[src/rtl/lsb_queue_if.sv]
// Signal bundle between the load/store buffer and its neighbours: dispatch, RS fill,
// ROB commit, flush, the memory controller and the CDB.
interface lsb_queue_if #(
  parameter int TAG_W = 4,
  parameter int XLEN  = 32,
  parameter int IDX_W = 4
);
  logic             alloc_valid;
  logic [3:0]       alloc_op;
  logic [TAG_W-1:0] alloc_tag;
  logic             alloc_ready;
  logic [IDX_W-1:0] alloc_idx;
  logic             fill_valid;
  logic [IDX_W-1:0] fill_idx;
  logic [XLEN-1:0]  fill_addr;
  logic [XLEN-1:0]  fill_data;
  logic             commit_valid;
  logic [TAG_W-1:0] commit_tag;
  logic             flush;
  logic             mem_req;
  logic             mem_we;
  logic [XLEN-1:0]  mem_addr;
  logic [XLEN-1:0]  mem_wdata;
  logic [1:0]       mem_size;
  logic             mem_done;
  logic [XLEN-1:0]  mem_rdata;
  logic             cdb_valid;
  logic [TAG_W-1:0] cdb_tag;
  logic [XLEN-1:0]  cdb_value;

  modport master (
    output alloc_valid, alloc_op, alloc_tag, fill_valid, fill_idx, fill_addr, fill_data,
           commit_valid, commit_tag, flush, mem_done, mem_rdata,
    input  alloc_ready, alloc_idx, mem_req, mem_we, mem_addr, mem_wdata, mem_size,
           cdb_valid, cdb_tag, cdb_value
  );

  modport slave (
    input  alloc_valid, alloc_op, alloc_tag, fill_valid, fill_idx, fill_addr, fill_data,
           commit_valid, commit_tag, flush, mem_done, mem_rdata,
    output alloc_ready, alloc_idx, mem_req, mem_we, mem_addr, mem_wdata, mem_size,
           cdb_valid, cdb_tag, cdb_value
  );
endinterface

[src/rtl/lsb_queue.sv]
// In-order load/store buffer: allocate at dispatch, fill from the RS, issue only from the head.
// Optional squash support is built when LSB_FLUSH_EN is defined.
module lsb_queue #(
  parameter int DEPTH = 16,
  parameter int TAG_W = 4,
  parameter int XLEN  = 32
) (
  input  logic       clk,
  input  logic       rst,
  input  logic       rdy,
  lsb_queue_if.slave bus
);
  localparam int IDX_W = $clog2(DEPTH);
  localparam int CNT_W = IDX_W + 1;

  typedef enum logic {S_IDLE, S_MEM} state_t;

  state_t           state_q, state_d;
  logic [IDX_W-1:0] head_q, head_d, tail_q, tail_d;
  logic [CNT_W-1:0] count_q, count_d;
  logic [DEPTH-1:0] busy_q, busy_d, filled_q, filled_d, committed_q, committed_d;
  logic [3:0]       op_q   [DEPTH];
  logic [3:0]       op_d   [DEPTH];
  logic [TAG_W-1:0] tag_q  [DEPTH];
  logic [TAG_W-1:0] tag_d  [DEPTH];
  logic [XLEN-1:0]  addr_q [DEPTH];
  logic [XLEN-1:0]  addr_d [DEPTH];
  logic [XLEN-1:0]  data_q [DEPTH];
  logic [XLEN-1:0]  data_d [DEPTH];
  logic             mem_we_q, mem_we_d, ld_uns_q, ld_uns_d, squashed_q, squashed_d;
  logic [XLEN-1:0]  mem_addr_q, mem_addr_d, mem_wdata_q, mem_wdata_d;
  logic [1:0]       mem_size_q, mem_size_d;
  logic [TAG_W-1:0] ld_tag_q, ld_tag_d, cdb_tag_q, cdb_tag_d;
  logic             cdb_valid_q, cdb_valid_d;
  logic [XLEN-1:0]  cdb_value_q, cdb_value_d;

  logic             flush_act, alloc_fire, fill_ok, commit_ok, retire;
  logic             commit_hit, head_fill_now, head_commit, head_ready;
  logic [IDX_W-1:0] commit_sel;
  logic [XLEN-1:0]  head_addr, head_data;

  function automatic logic [XLEN-1:0] load_extend(input logic [XLEN-1:0] raw,
                                                   input logic [1:0] size, input logic uns);
    case (size)
      2'b00:   load_extend = {{(XLEN-8){raw[7] & ~uns}}, raw[7:0]};
      2'b01:   load_extend = {{(XLEN-16){raw[15] & ~uns}}, raw[15:0]};
      default: load_extend = raw;
    endcase
  endfunction

  function automatic logic [XLEN-1:0] store_lanes(input logic [XLEN-1:0] d, input logic [1:0] size);
    case (size)
      2'b00:   store_lanes = {{(XLEN-8){1'b0}}, d[7:0]};
      2'b01:   store_lanes = {{(XLEN-16){1'b0}}, d[15:0]};
      default: store_lanes = d;
    endcase
  endfunction

`ifdef LSB_FLUSH_EN
  logic             flush_skip;
  logic [IDX_W-1:0] flush_head;
  logic [CNT_W-1:0] flush_run;

  assign flush_act = bus.flush;

  // An issued load at the head is dropped from the queue at once; its memory access still finishes.
  always_comb begin
    logic run_on;
    flush_skip = (state_q == S_MEM) && !squashed_q && (!mem_we_q || bus.mem_done);
    flush_head = head_q + IDX_W'(flush_skip);
    flush_run  = '0;
    run_on     = 1'b1;
    for (int i = 0; i < DEPTH; i++) begin
      if (run_on && (i < DEPTH - int'(flush_skip)) &&
          busy_q[flush_head + IDX_W'(i)] && committed_q[flush_head + IDX_W'(i)])
        flush_run = flush_run + CNT_W'(1);
      else
        run_on = 1'b0;
    end
  end
`else
  logic unused_flush;
  assign flush_act    = 1'b0;
  assign unused_flush = bus.flush;
`endif

  assign alloc_fire = bus.alloc_valid && (count_q < CNT_W'(DEPTH)) && !flush_act;
  assign fill_ok    = bus.fill_valid && busy_q[bus.fill_idx] && !flush_act;
  assign commit_ok  = bus.commit_valid && !flush_act;
  assign retire     = (state_q == S_MEM) && bus.mem_done && !squashed_q;

  // Same-cycle fill or commit of the head lets it issue without waiting a cycle.
  always_comb begin
    commit_hit = 1'b0;
    commit_sel = head_q;
    for (int i = 0; i < DEPTH; i++) begin
      if (!commit_hit && busy_q[head_q + IDX_W'(i)] && op_q[head_q + IDX_W'(i)][3] &&
          !committed_q[head_q + IDX_W'(i)] && (tag_q[head_q + IDX_W'(i)] == bus.commit_tag)) begin
        commit_hit = 1'b1;
        commit_sel = head_q + IDX_W'(i);
      end
    end
    head_fill_now = fill_ok && (bus.fill_idx == head_q);
    head_addr     = head_fill_now ? bus.fill_addr : addr_q[head_q];
    head_data     = head_fill_now ? bus.fill_data : data_q[head_q];
    head_commit   = committed_q[head_q] || (commit_ok && commit_hit && (commit_sel == head_q));
    head_ready    = busy_q[head_q] && (filled_q[head_q] || head_fill_now) &&
                    (!op_q[head_q][3] || head_commit);
  end

  always_comb begin
    state_d     = state_q;
    head_d      = head_q;
    tail_d      = tail_q;
    count_d     = count_q + CNT_W'(alloc_fire) - CNT_W'(retire);
    busy_d      = busy_q;
    filled_d    = filled_q;
    committed_d = committed_q;
    op_d        = op_q;
    tag_d       = tag_q;
    addr_d      = addr_q;
    data_d      = data_q;
    mem_we_d    = mem_we_q;
    mem_addr_d  = mem_addr_q;
    mem_wdata_d = mem_wdata_q;
    mem_size_d  = mem_size_q;
    ld_uns_d    = ld_uns_q;
    ld_tag_d    = ld_tag_q;
    squashed_d  = squashed_q;
    cdb_valid_d = 1'b0;
    cdb_tag_d   = cdb_tag_q;
    cdb_value_d = cdb_value_q;

    case (state_q)
      S_IDLE: if (head_ready && !flush_act) begin
        state_d     = S_MEM;
        mem_we_d    = op_q[head_q][3];
        mem_addr_d  = head_addr;
        mem_wdata_d = store_lanes(head_data, op_q[head_q][1:0]);
        mem_size_d  = op_q[head_q][1:0];
        ld_uns_d    = op_q[head_q][2];
        ld_tag_d    = tag_q[head_q];
      end
      S_MEM: if (bus.mem_done) begin
        state_d    = S_IDLE;
        squashed_d = 1'b0;
        if (!squashed_q && !mem_we_q) begin
          cdb_valid_d = 1'b1;
          cdb_tag_d   = ld_tag_q;
          cdb_value_d = load_extend(bus.mem_rdata, mem_size_q, ld_uns_q);
        end
      end
      default: state_d = S_IDLE;
    endcase

    if (retire) begin
      busy_d[head_q] = 1'b0;
      head_d         = head_q + IDX_W'(1);
    end
    if (fill_ok) begin
      addr_d[bus.fill_idx]   = bus.fill_addr;
      data_d[bus.fill_idx]   = bus.fill_data;
      filled_d[bus.fill_idx] = 1'b1;
    end
    if (commit_ok && commit_hit)
      committed_d[commit_sel] = 1'b1;
    if (alloc_fire) begin
      busy_d[tail_q]      = 1'b1;
      filled_d[tail_q]    = 1'b0;
      committed_d[tail_q] = 1'b0;
      op_d[tail_q]        = bus.alloc_op;
      tag_d[tail_q]       = bus.alloc_tag;
      tail_d              = tail_q + IDX_W'(1);
    end

`ifdef LSB_FLUSH_EN
    if (bus.flush) begin
      head_d      = flush_head;
      tail_d      = flush_head + flush_run[IDX_W-1:0];
      count_d     = flush_run;
      cdb_valid_d = 1'b0;
      if (flush_skip && !bus.mem_done)
        squashed_d = 1'b1;
      for (int j = 0; j < DEPTH; j++) begin
        if ({1'b0, IDX_W'(j) - flush_head} >= flush_run) begin
          busy_d[j]      = 1'b0;
          filled_d[j]    = 1'b0;
          committed_d[j] = 1'b0;
        end
      end
    end
`endif
  end

  always_ff @(posedge clk) begin
    if (rst) begin
      state_q     <= S_IDLE;
      head_q      <= '0;
      tail_q      <= '0;
      count_q     <= '0;
      busy_q      <= '0;
      filled_q    <= '0;
      committed_q <= '0;
      mem_we_q    <= 1'b0;
      mem_addr_q  <= '0;
      mem_wdata_q <= '0;
      mem_size_q  <= '0;
      ld_uns_q    <= 1'b0;
      ld_tag_q    <= '0;
      squashed_q  <= 1'b0;
      cdb_valid_q <= 1'b0;
      cdb_tag_q   <= '0;
      cdb_value_q <= '0;
    end else if (rdy) begin
      state_q     <= state_d;
      head_q      <= head_d;
      tail_q      <= tail_d;
      count_q     <= count_d;
      busy_q      <= busy_d;
      filled_q    <= filled_d;
      committed_q <= committed_d;
      mem_we_q    <= mem_we_d;
      mem_addr_q  <= mem_addr_d;
      mem_wdata_q <= mem_wdata_d;
      mem_size_q  <= mem_size_d;
      ld_uns_q    <= ld_uns_d;
      ld_tag_q    <= ld_tag_d;
      squashed_q  <= squashed_d;
      cdb_valid_q <= cdb_valid_d;
      cdb_tag_q   <= cdb_tag_d;
      cdb_value_q <= cdb_value_d;
    end
  end

  // Payload fields carry no meaning until busy is set, so they skip reset.
  always_ff @(posedge clk) begin
    if (!rst && rdy) begin
      op_q   <= op_d;
      tag_q  <= tag_d;
      addr_q <= addr_d;
      data_q <= data_d;
    end
  end

  assign bus.alloc_ready = count_q < CNT_W'(DEPTH);
  assign bus.alloc_idx   = tail_q;
  assign bus.mem_req     = (state_q == S_MEM);
  assign bus.mem_we      = mem_we_q;
  assign bus.mem_addr    = mem_addr_q;
  assign bus.mem_wdata   = mem_wdata_q;
  assign bus.mem_size    = mem_size_q;
  assign bus.cdb_valid   = cdb_valid_q;
  assign bus.cdb_tag     = cdb_tag_q;
  assign bus.cdb_value   = cdb_value_q;
endmodule
[src/flat_wrapper.sv]
// flat-port wrapper written by rule: the top's interface ports become plain ports
module lsb_queue_flat 
#(
  parameter int DEPTH = 16,
  parameter int TAG_W = 4,
  parameter int XLEN  = 32
)
  (clk, rst, rdy, bus_alloc_valid, bus_alloc_op, bus_alloc_tag, bus_fill_valid, bus_fill_idx, bus_fill_addr, bus_fill_data, bus_commit_valid, bus_commit_tag, bus_flush, bus_mem_done, bus_mem_rdata, bus_alloc_ready, bus_alloc_idx, bus_mem_req, bus_mem_we, bus_mem_addr, bus_mem_wdata, bus_mem_size, bus_cdb_valid, bus_cdb_tag, bus_cdb_value);
  lsb_queue_if #(.TAG_W(TAG_W), .XLEN(XLEN)) bus_i ();
  input  logic clk;
  input  logic rst;
  input  logic rdy;
  input wire logic [$bits(bus_i.alloc_valid)-1:0] bus_alloc_valid;
  input wire logic [$bits(bus_i.alloc_op)-1:0] bus_alloc_op;
  input wire logic [$bits(bus_i.alloc_tag)-1:0] bus_alloc_tag;
  input wire logic [$bits(bus_i.fill_valid)-1:0] bus_fill_valid;
  input wire logic [$bits(bus_i.fill_idx)-1:0] bus_fill_idx;
  input wire logic [$bits(bus_i.fill_addr)-1:0] bus_fill_addr;
  input wire logic [$bits(bus_i.fill_data)-1:0] bus_fill_data;
  input wire logic [$bits(bus_i.commit_valid)-1:0] bus_commit_valid;
  input wire logic [$bits(bus_i.commit_tag)-1:0] bus_commit_tag;
  input wire logic [$bits(bus_i.flush)-1:0] bus_flush;
  input wire logic [$bits(bus_i.mem_done)-1:0] bus_mem_done;
  input wire logic [$bits(bus_i.mem_rdata)-1:0] bus_mem_rdata;
  output wire logic [$bits(bus_i.alloc_ready)-1:0] bus_alloc_ready;
  output wire logic [$bits(bus_i.alloc_idx)-1:0] bus_alloc_idx;
  output wire logic [$bits(bus_i.mem_req)-1:0] bus_mem_req;
  output wire logic [$bits(bus_i.mem_we)-1:0] bus_mem_we;
  output wire logic [$bits(bus_i.mem_addr)-1:0] bus_mem_addr;
  output wire logic [$bits(bus_i.mem_wdata)-1:0] bus_mem_wdata;
  output wire logic [$bits(bus_i.mem_size)-1:0] bus_mem_size;
  output wire logic [$bits(bus_i.cdb_valid)-1:0] bus_cdb_valid;
  output wire logic [$bits(bus_i.cdb_tag)-1:0] bus_cdb_tag;
  output wire logic [$bits(bus_i.cdb_value)-1:0] bus_cdb_value;
  assign bus_i.alloc_valid = bus_alloc_valid;
  assign bus_i.alloc_op = bus_alloc_op;
  assign bus_i.alloc_tag = bus_alloc_tag;
  assign bus_i.fill_valid = bus_fill_valid;
  assign bus_i.fill_idx = bus_fill_idx;
  assign bus_i.fill_addr = bus_fill_addr;
  assign bus_i.fill_data = bus_fill_data;
  assign bus_i.commit_valid = bus_commit_valid;
  assign bus_i.commit_tag = bus_commit_tag;
  assign bus_i.flush = bus_flush;
  assign bus_i.mem_done = bus_mem_done;
  assign bus_i.mem_rdata = bus_mem_rdata;
  assign bus_alloc_ready = bus_i.alloc_ready;
  assign bus_alloc_idx = bus_i.alloc_idx;
  assign bus_mem_req = bus_i.mem_req;
  assign bus_mem_we = bus_i.mem_we;
  assign bus_mem_addr = bus_i.mem_addr;
  assign bus_mem_wdata = bus_i.mem_wdata;
  assign bus_mem_size = bus_i.mem_size;
  assign bus_cdb_valid = bus_i.cdb_valid;
  assign bus_cdb_tag = bus_i.cdb_tag;
  assign bus_cdb_value = bus_i.cdb_value;
  lsb_queue #(.DEPTH(DEPTH), .TAG_W(TAG_W), .XLEN(XLEN)) u_core (.clk(clk), .rst(rst), .rdy(rdy), .bus(bus_i));
endmodule
[config.mk]
export PLATFORM = sky130hd
export DESIGN_NAME = lsb_queue_flat
export DESIGN_NICKNAME = d
export VERILOG_FILES = /design/src/rtl/lsb_queue_if.sv /design/src/rtl/lsb_queue.sv /design/src/flat_wrapper.sv
export SDC_FILE = /design/constraint.sdc
export NUM_CORES = 2
export LEC_CHECK = 0
export ABC_AREA = 1
export ABC_CLOCK_PERIOD_IN_PS = 6960
export BUFFER_PORTS_ARGS = -buffer_cell sky130_fd_sc_hd__buf_2
export CAP_MARGIN = 5
export CORE_UTILIZATION = 45
export DETAILED_ROUTE_END_ITERATION = 16
export PLACE_DENSITY = 0.64
export RECOVER_POWER = 50
export SLEW_MARGIN = 20
export SYNTH_ARGS = -nofsm -noshare
export SYNTH_HDL_FRONTEND = slang
export SYNTH_SLANG_ARGS = --single-unit
export TNS_END_PERCENT = 10
[constraint.sdc]
create_clock -name clk -period 6.96 [get_ports clk]
set_clock_uncertainty 0.15 [all_clocks]
set_input_delay 1.044 -clock clk [delete_from_list [all_inputs] [get_ports clk]]
set_output_delay 1.044 -clock clk [all_outputs]
set_load 0.02 [all_outputs]
==> flow_summary_export.csv <==
group,metric,value,unit
critical_path,cpMostUsedCell,"nand2_1",
power_and_ir_drop,p_comb_share,1.8,%
die,rows,132,
critical_path,crit_fanout,101,
clock_tree,cts_resized,0,
global_route,antenna_found_initial,22,
route,avgRoutedWirePerCell,22.8,um
power_and_ir_drop,switching_share,20.2,%
critical_path,r2r_cells,38,
clock_tree,clock-sinks,1323,
critical_path,r2r_start,"u_core.head_q[0]",
route,drt-total-wl,175,mm
route,postRouteAntennaNets,0,
logic_synthesis,synthDistinctLibCells,70,
die,die_h,365,um
global_route,grt_max_degree,184,
clock_tree,numCtsBuffers,136,
outcome,outcome,"complete, but fails checks",
clock_tree,cts_max_level,4,
timing,setup_viol,0,
timing,timing.hold.ws,0.297,ns
die,core,130000,um2
timing,hold_viol,0,
clock_tree,root_buffer,"clkbuf_16",
route,dr.pass1.iters,7,
timing,worst_slack,0.587,ns
logic_synthesis,syn_nets,5894,
cells_and_area,area_delta_synth_final,11.8,%
job,maxCapViolations,2,
clock_tree,postCtsSetupRepairBufs,0,
logic_synthesis,syn_avg_cell_area,10.3,um2
logic_synthesis,yosysSeqAreaShare,64.0,%
route,via_per_inst,5.85,
clock_tree,insertion_delay,0.78,ns
critical_path,crit_start,"u_core.head_q[0]",
logic_synthesis,async_reset_ff_share,0,%
global_route,grt_usage,26.0,%
critical_path,crit_path_end,"u_core.bus.mem_wdata[11]",
clock_tree,cts_tree,"built",
timing,timing.slew.headroom,-125,%
timing,period_needed,6.37,ns
critical_path,crit_required,7.48,ns
timing,drv_slew,85,
logic_synthesis,synth_area_leaders,"edfxtp_1 (58%), nand2_1 (7.1%), dfxtp_1 (5.8%)",
timing,rsz0062_at_grt,"no",
logic_synthesis,synth_area,59400,um2
clock_tree,clock_tree.buffer_depth,3,
logic_synthesis,synth_top_area_share,58.2,%
global_route,grt_pass1_vias,42100,
die,top_level_ports,230,
critical_path,worst_ep_arrival_time,6.89,ns
placement,portBuffers,228,
critical_path,slowest_stage,"buf_4",
timing,worst_pin_slew,3.37,ns
critical_path,crit_type,"reg2reg",
route,dr_total_vias,44900,
logic_synthesis,synthFlopType,"edfxtp_1",
worst_hold_path,holdCritPathClass,"reg2reg",
die,die_x,365,um
placement,dp_hpwl,102,mm
clock_tree,clkTransAtPathRegs,0.06,ns
logic_synthesis,yosysTopAreaCell,"edfxtp_1",
critical_path,crit_path_start_kind,"flip-flop",
critical_path,max_stage_delay,0.61,ns
logic_synthesis,yosys_register_bits,1323,
critical_path,r2r_slack,0.59,ns
logic_synthesis,synthCells,5751,
outcome,violations,"capacitance limit, slew limit",
logic_synthesis,yosysWarnings,0,
cells_and_area,nets,5962,
power_and_ir_drop,internal_power,13.0,mW
logic_synthesis,synth-edff-count,1152,
route,first_iter_violations,4945,
placement,globalplace.congestion,0.948,
cells_and_area,final_util,51.0,%
clock_tree,cts_hold_buf,0,
power_and_ir_drop,irDropWorstVdd,0.254,mV
global_route,grt_pass1_wl,261,mm
global_route,overflow,0,
die,initial_core_util,45.6,%
cells_and_area,drive_gt1_share,9.60,%
power_and_ir_drop,p_per_area,245,nW/um2
power_and_ir_drop,power.share.clock,45.2,%
power_and_ir_drop,power_switching,3.28,mW
die,die_area,133000,um2
route,drc,0,
timing,max_freq,157,MHz
critical_path,r2r_end,"u_core.bus.mem_wdata[11]",
power_and_ir_drop,p_seq_share,53.1,%
timing,totalNegativeSetupSlack,0,ns
critical_path,crit_path_end_kind,"flip-flop",
power_and_ir_drop,p_leak,23.2,nW
timing,finalCritPeriodShare,91.6,%
placement,dpl_worst_slack,0.715,ns
cells in the mapped netlist (5+ instances only):
cell type / count
edfxtp_1: 1152
nand2_1: 1123
nor2_1: 686
o21ai_0: 633
nand3_1: 534
clkbuf_1: 271
a21oi_1: 259
dfxtp_1: 171
o22ai_1: 138
inv_1: 133
o221ai_1: 82
nand3_2: 52
buf_1: 50
buf_2: 49
xor2_1: 35
o211ai_1: 31
a31oi_1: 24
ha_1: 22
a21oi_2: 19
a22oi_1: 19
a221oi_1: 18
nor3_1: 18
a211oi_1: 17
inv_2: 16
o21ai_1: 14
buf_4: 13
buf_6: 13
nand4_1: 13
o21a_1: 12
a32oi_1: 11
nand2_2: 11
a311oi_1: 10
and2_1: 9
or2_2: 6
xor2_2: 6
buf_12: 5
nand3b_1: 5
nor2_2: 5
nor4_1: 5
per-stage QoR:
stage	instance area (um2)	power (mW)	std cells
2_1_floorplan	59400	8.91	5751
3_3_place_gp	62100	9.07	7423
3_5_place_dp	62100	9.08	7423
4_1_cts	66500	16.3	7671
5_1_grt	66400	16.6	7678
6_report	66400	16.3	7681
power groups by stage:
stage                     clock (mW)  sequential [mW]  combinational [mW]
final                           7.34             8.62               0.287
after global routing            7.71             8.62               0.314
after CTS                       7.43             8.62               0.291
after detailed placement           0             8.79               0.290
after global placement             0             8.79               0.283
after floorplan                    0             8.80               0.116
state kept, by name (all words and copies together), names as in the netlist, 5 cells and up:
signal,count
u_core.tag_q,64
u_core.count_q,5
u_core.data_q,512
u_core.bus.mem_addr,32
u_core.busy_q,16
u_core.committed_q,16
u_core.filled_q,16
u_core.bus.mem_wdata,32
u_core.addr_q,512
u_core.bus.cdb_value,32
u_core.op_q,64
how the worst min path moves through the flow:
stage | to | slack (ns) | from | depth (start not counted)
after floorplan | u_core.count_q[4] | 0.27 | u_core.count_q[4] | 1
after global placement | u_core.filled_q[3] | 0.28 | u_core.filled_q[3] | 2
after detailed placement | u_core.filled_q[12] | 0.29 | u_core.filled_q[12] | 2
after CTS | u_core.bus.cdb_value[1] | 0.29 | bus_mem_rdata[1] | 3
after global routing | u_core.filled_q[6] | 0.31 | u_core.filled_q[6] | 2
final | u_core.filled_q[6] | 0.30 | u_core.filled_q[6] | 2
layout by cell type, fill, tap and decap left out, types with 14 or more instances in the layout:
cell       instances
clkinv_2          19
buf_2            117
nor2_4            18
buf_4             78
clkbuf_1         167
inv_2             15
dfxtp_1          167
ha_1              21
clkbuf_16        145
a221oi_1          18
o211ai_1          31
nor3_1            18
a31oi_1           24
nand3_2           52
o221ai_1          82
o22ai_1          138
a22oi_1           19
nand2_1         1122
inv_1            133
o21ai_0          633
nor2_1           669
nand3_1          534
a211oi_1          17
o21ai_1           14
a21oi_1          259
edfxtp_1        1152
xor2_1            35
a21oi_2           19
final cells by class:
cell class	instances	area [um2]
Fill cell	11500	63900
Sequential cell	1323	38000
Multi-Input combinational cell	3869	19200
Clock buffer	197	3920
Tap cell	1742	2180
Timing Repair Buffer	333	1880
Inverter	156	618
Clock inverter	51	573
Antenna cell	10	25.0
per-layer routing:
metal	vias up	routed length [um]	global-route usage, %
li1	20700	-	-
met3	334	13100	4.23
met2	1932	83700	42.6
met1	21900	72300	34.3
met5	-	105	0
met4	16	6020	10.5
worst max-delay path, delay by kind of cell (launching register included):
kind	cells	cell delay [ns]
simple gates	31	3.73
buf+inv	4	1.17
flops	1	0.45
fa+ha+maj	1	0.39
compound gates	2	0.28
cells by family (layout without fill, tap and decap cells):
family          Yosys count  after routing  synth area share (%)
xor+xnor                 43             43                 0.710
compound gates         1315           1315                  12.9
mux                       1              1                0.0168
simple gates           2487           2487                  17.9
other cells               0             10                     0
fa+ha+maj                23             23                 0.497
buf+inv                 559            737                  4.07
flops                  1323           1323                  64.0
(Power assumes the default switching activity.)
